File: config.mk
export PLATFORM = sky130hd
export DESIGN_NAME = mext_seq_ctrl
export DESIGN_NICKNAME = d
export VERILOG_FILES = /design/src/rtl/mext_pkg.sv /design/src/rtl/mext_iter_counter.sv /design/src/rtl/mext_seq_ctrl.sv
export SDC_FILE = /design/constraint.sdc
export NUM_CORES = 1
export LEC_CHECK = 0
export BUFFER_PORTS_ARGS = -buffer_cell sky130_fd_sc_hd__buf_2
export CAP_MARGIN = 10
export CORE_UTILIZATION = 41
export DETAILED_ROUTE_END_ITERATION = 6
export PLACE_DENSITY = 0.73
export SLEW_MARGIN = 10
export SYNTH_ARGS = -nofsm -noshare
export SYNTH_HDL_FRONTEND = slang
export SYNTH_SLANG_ARGS = --single-unit
File: constraint.sdc
create_clock -name clk -period 3.3 [get_ports clk]
set_input_delay 0.495 -clock clk [delete_from_list [all_inputs] [get_ports clk]]
set_output_delay 0.495 -clock clk [all_outputs]
set_load 0.03 [all_outputs]
File: src/rtl/mext_pkg.sv
// Shared types and constants for the M-extension multiply/divide sequencer.
// The optional MEXT_EARLY_OUT_EN build lets a zero rs2 skip the iteration phase.
package mext_pkg;

   typedef enum logic [1:0] {
      IDLE  = 2'd0,
      START = 2'd1,
      RUN   = 2'd2,
      DONE  = 2'd3
   } mext_state_e;

   localparam logic [2:0] F3_MUL    = 3'b000;
   localparam logic [2:0] F3_MULH   = 3'b001;
   localparam logic [2:0] F3_MULHSU = 3'b010;
   localparam logic [2:0] F3_MULHU  = 3'b011;
   localparam logic [2:0] F3_DIV    = 3'b100;
   localparam logic [2:0] F3_DIVU   = 3'b101;
   localparam logic [2:0] F3_REM    = 3'b110;
   localparam logic [2:0] F3_REMU   = 3'b111;

   localparam int MEXT_ITERS = 32;

endpackage

File: src/rtl/mext_iter_counter.sv
// Down-counter of remaining iterations: clear beats load, load beats decrement.
module mext_iter_counter #(
   parameter int W = 5
) (
   input  logic         clk,
   input  logic         rst,
   input  logic         clr,
   input  logic         load,
   input  logic         dec,
   input  logic [W-1:0] load_val,
   output logic [W-1:0] cnt,
   output logic         zero
);

   always_ff @(posedge clk) begin
      if (rst || clr) begin
         cnt <= '0;
      end else if (load) begin
         cnt <= load_val;
      end else if (dec) begin
         cnt <= cnt - W'(1);
      end
   end

   assign zero = (cnt == '0);

endmodule

File: src/rtl/mext_seq_ctrl.sv
// Sequencer for the iterative MUL/DIV datapath: detect, start, ITERS steps, one-cycle valid.
// Define MEXT_EARLY_OUT_EN to let a zero rs2 go straight from START to DONE.
module mext_seq_ctrl
   import mext_pkg::*;
#(
   parameter int ITERS = MEXT_ITERS,
   parameter int CNT_W = $clog2(ITERS)
) (
   input  logic             clk,
   input  logic             rst,
   input  logic             ex_mext_i,
   input  logic [2:0]       ex_funct3_i,
   input  logic [4:0]       ex_waddr_i,
   input  logic             ex_rs2_zero_i,
   input  logic             kill_i,
   output logic             stall_o,
   output logic             mdu_start_o,
   output logic             mdu_step_o,
   output logic             mdu_abort_o,
   output logic [2:0]       mdu_op_o,
   output logic [4:0]       waddr_o,
   output logic             valid_o,
   output logic             busy_o,
   output logic [CNT_W-1:0] iter_cnt_o,
   output logic [1:0]       state_o
);

   // Interface to the datapath: start, step, abort and valid are single-cycle
   // qualifiers with no back-pressure; the datapath acts on every cycle they are
   // high, and valid_o is consumed by the EX/MEM register in that same cycle.

   mext_state_e state_q, state_d;
   logic        early_q, early_d;
   logic        latch;
   logic        stall, start, step, abort, valid;
   logic        cnt_clr, cnt_load, cnt_dec, cnt_zero;
   logic [CNT_W-1:0] cnt;

   mext_iter_counter #(.W(CNT_W)) u_cnt (
      .clk      (clk),
      .rst      (rst),
      .clr      (cnt_clr),
      .load     (cnt_load),
      .dec      (cnt_dec),
      .load_val (CNT_W'(ITERS - 1)),
      .cnt      (cnt),
      .zero     (cnt_zero)
   );

`ifdef MEXT_EARLY_OUT_EN
   assign early_d = ex_rs2_zero_i;
`else
   logic unused_rs2_zero;
   assign unused_rs2_zero = ex_rs2_zero_i;
   assign early_d = 1'b0;
`endif

   always_ff @(posedge clk) begin
      if (rst) begin
         state_q  <= IDLE;
         mdu_op_o <= '0;
         waddr_o  <= '0;
         early_q  <= 1'b0;
      end else begin
         state_q <= state_d;
         if (latch) begin
            mdu_op_o <= ex_funct3_i;
            waddr_o  <= ex_waddr_i;
            early_q  <= early_d;
         end
      end
   end

   always_comb begin
      state_d  = state_q;
      latch    = 1'b0;
      stall    = 1'b0;
      start    = 1'b0;
      step     = 1'b0;
      abort    = 1'b0;
      valid    = 1'b0;
      cnt_clr  = 1'b0;
      cnt_load = 1'b0;
      cnt_dec  = 1'b0;
      case (state_q)
         IDLE: begin
            if (ex_mext_i && !kill_i) begin
               stall   = 1'b1;
               latch   = 1'b1;
               state_d = START;
            end
         end
         START: begin
            if (kill_i) begin
               abort   = 1'b1;
               cnt_clr = 1'b1;
               state_d = IDLE;
            end else begin
               start    = 1'b1;
               stall    = 1'b1;
               cnt_load = !early_q;
               state_d  = early_q ? DONE : RUN;
            end
         end
         RUN: begin
            if (kill_i) begin
               abort   = 1'b1;
               cnt_clr = 1'b1;
               state_d = IDLE;
            end else begin
               step  = 1'b1;
               stall = 1'b1;
               // The zero-count cycle is itself a step, giving ITERS steps in total.
               if (cnt_zero) begin
                  state_d = DONE;
               end else begin
                  cnt_dec = 1'b1;
               end
            end
         end
         DONE: begin
            valid   = !kill_i;
            state_d = IDLE;
         end
         default: state_d = IDLE;
      endcase
   end

   // Reset forces every combinational output low, so no abort escapes mid-op.
   assign stall_o     = stall & ~rst;
   assign mdu_start_o = start & ~rst;
   assign mdu_step_o  = step  & ~rst;
   assign mdu_abort_o = abort & ~rst;
   assign valid_o     = valid & ~rst;
   assign busy_o      = (state_q != IDLE) & ~rst;
   assign iter_cnt_o  = cnt;
   assign state_o     = rst ? 2'b00 : state_q;

endmodule

== After elaboration in Yosys (flattened, before gate mapping) ==
Cells that the tools add are included.
Cells by class
  add/sub/neg operators: 1
  eq/ne operators: 5
  mux-type cells: 20
  bitwise logic cells: 7
  reductions and logical operators: 9
Operators with widths (number)
  $mux W1: 11
  $mux W2: 5
  $mux W5: 2
  $pmux W2 S4: 1
  $and A1 B1 Y1: 6
  $logic_not A5 Y1: 1
  $sub A5 B1 Y5 const B: 1
  $eq A2 B2 Y1 const B: 2
  $reduce_bool A2 Y1: 2
  $ne A3 B3 Y1 const B: 1
  $eq A2 B1 Y1 const B: 1
  $logic_not A2 Y1: 1
  $ne A2 B2 Y1 const B: 1
  $pmux W1 S2: 1
  $reduce_and A2 Y1: 1
  $reduce_or A2 Y1: 1
  $logic_and A1 B1 Y1: 1
  $logic_not A1 Y1: 1
  $logic_or A1 B1 Y1: 1
  $not A1 Y1: 1
Word-level totals
  register bits: 15
  input bits: 13

== Logic depth before layout (Yosys ltp) ==
  word-level depth: 6
  depth in mapped cells: 6
  mapped depth without buffers: 5

== By module ==
From an unflattened synthesis, not the netlist that was laid out.
Second synthesis, totals
  cells, all modules: 88
  area, all modules: 828.3 sq um
By module, submodules not included
  mext_seq_ctrl: times used 1, cells an instance 58, area each 571.8 sq um
  mext_iter_counter: times used 1, cells an instance 30, area each 256.5 sq um

== Worst setup path before layout ==
No wires, ideal clock.
  kind: input to output
  start: input port kill_i
  end: output port stall_o
  arrival: 1.759 ns
  data required time: 2.805 ns
  slack: 1.046 ns
  stages: 4
  cells stage by stage: clkbuf_1 -> nand3b_1 -> buf_2 -> a211oi_1
On the way
  cells in the longest elaborated chain, start to end: 5
  elaborated cells between the ends (all ways): 6
RTL lines
  start: declaration: RTL line mext_seq_ctrl.sv:15  | input logic kill_i,
  $logic_not A1 Y1: RTL line mext_seq_ctrl.sv:87  | if (ex_mext_i && !kill_i) begin
  $logic_and A1 B1 Y1: RTL line mext_seq_ctrl.sv:87
  $mux W1: RTL line mext_seq_ctrl.sv:87
  $pmux W1 S2 (*): RTL line mext_seq_ctrl.sv:85  | case (state_q)
  $and A1 B1 Y1 (*): RTL line mext_seq_ctrl.sv:130  | assign stall_o = stall & ~rst;
  end: declaration: RTL line mext_seq_ctrl.sv:16  | output logic stall_o,
Mark *: on every way between the ends. The rest lies on a longest branch, timed or not.

== Worst setup path in the final report ==
  start: register state_q[0]
  end: output port stall_o
On the way
  cells in the longest elaborated chain, start to end: 4
  elaborated cells between the ends (all ways): 6
RTL lines
  start: declaration: RTL line mext_seq_ctrl.sv:32  | mext_state_e state_q, state_d;
  start signal: assignment: RTL line mext_seq_ctrl.sv:65  | state_q <= state_d;
  $eq A2 B2 Y1 or $eq A2 B1 Y1 (tied branches): RTL line mext_seq_ctrl.sv:85
  $reduce_or A2 Y1 (no line)
  $pmux W1 S2 (*): RTL line mext_seq_ctrl.sv:85
  $and A1 B1 Y1 (*): RTL line mext_seq_ctrl.sv:130
Marks and branches as above.

==> out/qor.txt <==
sequential fraction of the synthesis area - 36.5%
GRT met2 Usage - 30.0%
# hold bufs at CTS - 0
RR Startpoint - u_cnt.cnt[1]
Post-route DRC - 0
Final GP Congestion - 0.763
Final nets - 140
clock latency on the worst-skew pair - 0.29 ns
worst hold start - ex_waddr_i[0]
worst-path cell chain - inv_1 > ha_1 > nand3b_1 > a211oi_1 > buf_2
root buf cell - clkbuf_4
outcome - finished, final reports clean
CP Capture Point - stall_o
CTS max path bufs - 2
unrepaired setup endpoints after global routing - no
GR Layer Usage met3 - 3.85%
R2R setup slack - 1.56 ns
Slew headroom - 63.0%
VDD IR-drop max - 0.203 mV
total CTS buffers - 3
Post-CTS Setup Bufs - 0
Die Height - 46.8 um
Antenna diodes - 0
CTS tree - yes
WP data arrival - 2.00 ns
clock period minus worst slack - 2.50 ns
FP Rows - 15
top cells by area, synth - dfxtp_1 36%, ha_1 11%, mux2i_1 9.7%
Critical Path End Type - primary output
top-count cell post-synth - nor2_1
setup TNS - 0 ns
leading area contributor after synthesis - dfxtp_1
Synth top cells by count - 16 x nor2_1, 15 x dfxtp_1, 8 x mux2i_1, 7 x ha_1
DRT Pass-1 Iters - 2
skew final - 0.0111 ns
Initial Util - 45.7%
part of the cycle the worst path needs - 75.7%
post-synthesis sequential element count - 15
clk slew on worst S/H paths - 0.10 ns
Worst Path Required - 2.80 ns
Synth Flop Type - dfxtp_1
die width - 46.8 um
share of cells above drive strength 1 - 34.5%
DIE AREA - 2190 um^2
P_leak - 0.566 nW
CP bufs+invs - 2
first-pass GRT wire length - 2630 um
antenna violation net count after detailed routing - 0
GRT Overall Usage - 17.6%
Final Hold Fails - 0
Min Hold Slack - 0.433 ns
power per cell area - 504 nW/um^2
Cells after Synth - 88
Worst Setup Start Kind - register
ys async rst share - 0%
Worst Max-Slew Pin Slew - 0.553 ns
CP max FO - 9
Starting DRT DRC Count - 5
boundary pin count - 34
GR Util met1 - 20.3%
initial antenna violation count - 0
Most Used Layer, Global Route - met2
highest clock rate - 400 MHz
critical path class - register to primary output
reg2reg end - state_q[0]
slowest stage delay, CP - 0.42 ns
WL final - 1690 um
setup violators final - 0
Crit path depth - 5
vias in the first global route - 647
Max Slew Vio Count - 0
Yosys warning count - 0
Syn Nets - 108
number of synthesized flops with an enable pin - 0
CTS Sinks - 15
vias - 734
Layout fillers - 172
wire per inst - 11.7 um
H-tree levels - 1
Post-Layout Cell Count - 144
Overflow after GRT - 0
Synth top area share - 36.5%
area growth from synthesis to layout - 23.3%
DPL Wire Length - 1270 um
Critical Path Slowest Stage Cell - nand3b_1
Register Area - 300 um^2
CP Launch Point - state_q[0]
Core ar. - 1800 um^2
Synth Cell Area - 823 um^2
Crit path max-delay family - simple AND/OR/NAND/NOR gates
FF-to-FF path depth - 5
I/O Buffers - 32
largest net degree at the start of global routing - 20
routed vias/inst - 5.10
Worst Hold Class - input port to register
Yosys cell types - 30
post-CTS sizing - 0
syn_area_per_cell - 9.36 um^2
Multi-input gate area - 477 um^2
Max Cap Violations - 0
dpl cells - 140
==> tightest hold or removal path, stage by stage <==
cell	delay (ns)
buf_2	0.08
mux2i_1	0.05
nor2_1	0.07
==> cell usage in the layout (no fill, tap or decap), types with 3 or more instances in the layout <==
master / instances
mux2i_1: 8
clkbuf_4: 3
nand2b_1: 5
inv_1: 5
dfxtp_1: 15
nor2_1: 16
nand2_1: 3
ha_1: 7
a31oi_1: 3
buf_2: 32
==> logic make-up (layout without fill, tap and decap cells) <==
group                    Yosys count  count (layout)  synth area share, %
AND/OR/NAND/NOR                   35              35                 22.9
adder cells (fa/ha/maj)            7               7                 10.6
AO/OA/AOI/OAI                     11              11                 11.9
flip-flops                        15              15                 36.5
multiplexers                      10              10                 12.5
buffers and inverters             10              41                 5.62
==> worst min-delay path by stage <==
stage	end	slack [ns]	depth (start not counted)
floorplan	u_cnt.cnt[4]	0.62	2
global placement	waddr_o[4]	0.47	2
detailed placement	mdu_op_o[2]	0.48	2
CTS	waddr_o[0]	0.43	3
global route	waddr_o[1]	0.44	3
finish	waddr_o[0]	0.43	3
==> routing by layer <==
layer  wire (um)  share of wire [%]  vias up
li1            -                  -      366
met1         771                 46      338
met2         782                 46       26
met3         107                6.3        4
met4          25                1.5        0
met5           0                  0        -
==> cell type report <==
type | instances | area share [%]
multi-input combinational | 63 | 47.0
sequential | 15 | 29.6
timing repair buffer | 32 | 15.8
tap | 25 | 3.08
clock buffer | 3 | 2.22
inverter | 5 | 1.85
clock inverter | 1 | 0.493
==> power by group <==
group / internal, mW / switching, mW / total, mW
Sequential: 0.199 / 0.0151 / 0.214
Clock: 0.0450 / 0.0612 / 0.106
Combinational: 0.0713 / 0.120 / 0.191
Total: 0.316 / 0.196 / 0.512
==> per-stage QoR <==
step	total power, mW	setup WS, ns	util, %	instance area, um^2
3_3_place_gp	0.404	1.12	54.8	987
3_5_place_dp	0.411	1.12	54.8	987
4_1_cts	0.517	0.774	56.3	1010
6_report	0.512	0.801	56.3	1010
5_1_grt	0.548	0.657	56.3	1010
2_1_floorplan	0.375	1.05	-	823
==> registers in the layout, summed over array words and instances (netlist names) <==
name,count
u_cnt.cnt,5
mdu_op_o,3
state_q,2
waddr_o,5
Note: power is estimated with default switching activity, not from simulation.
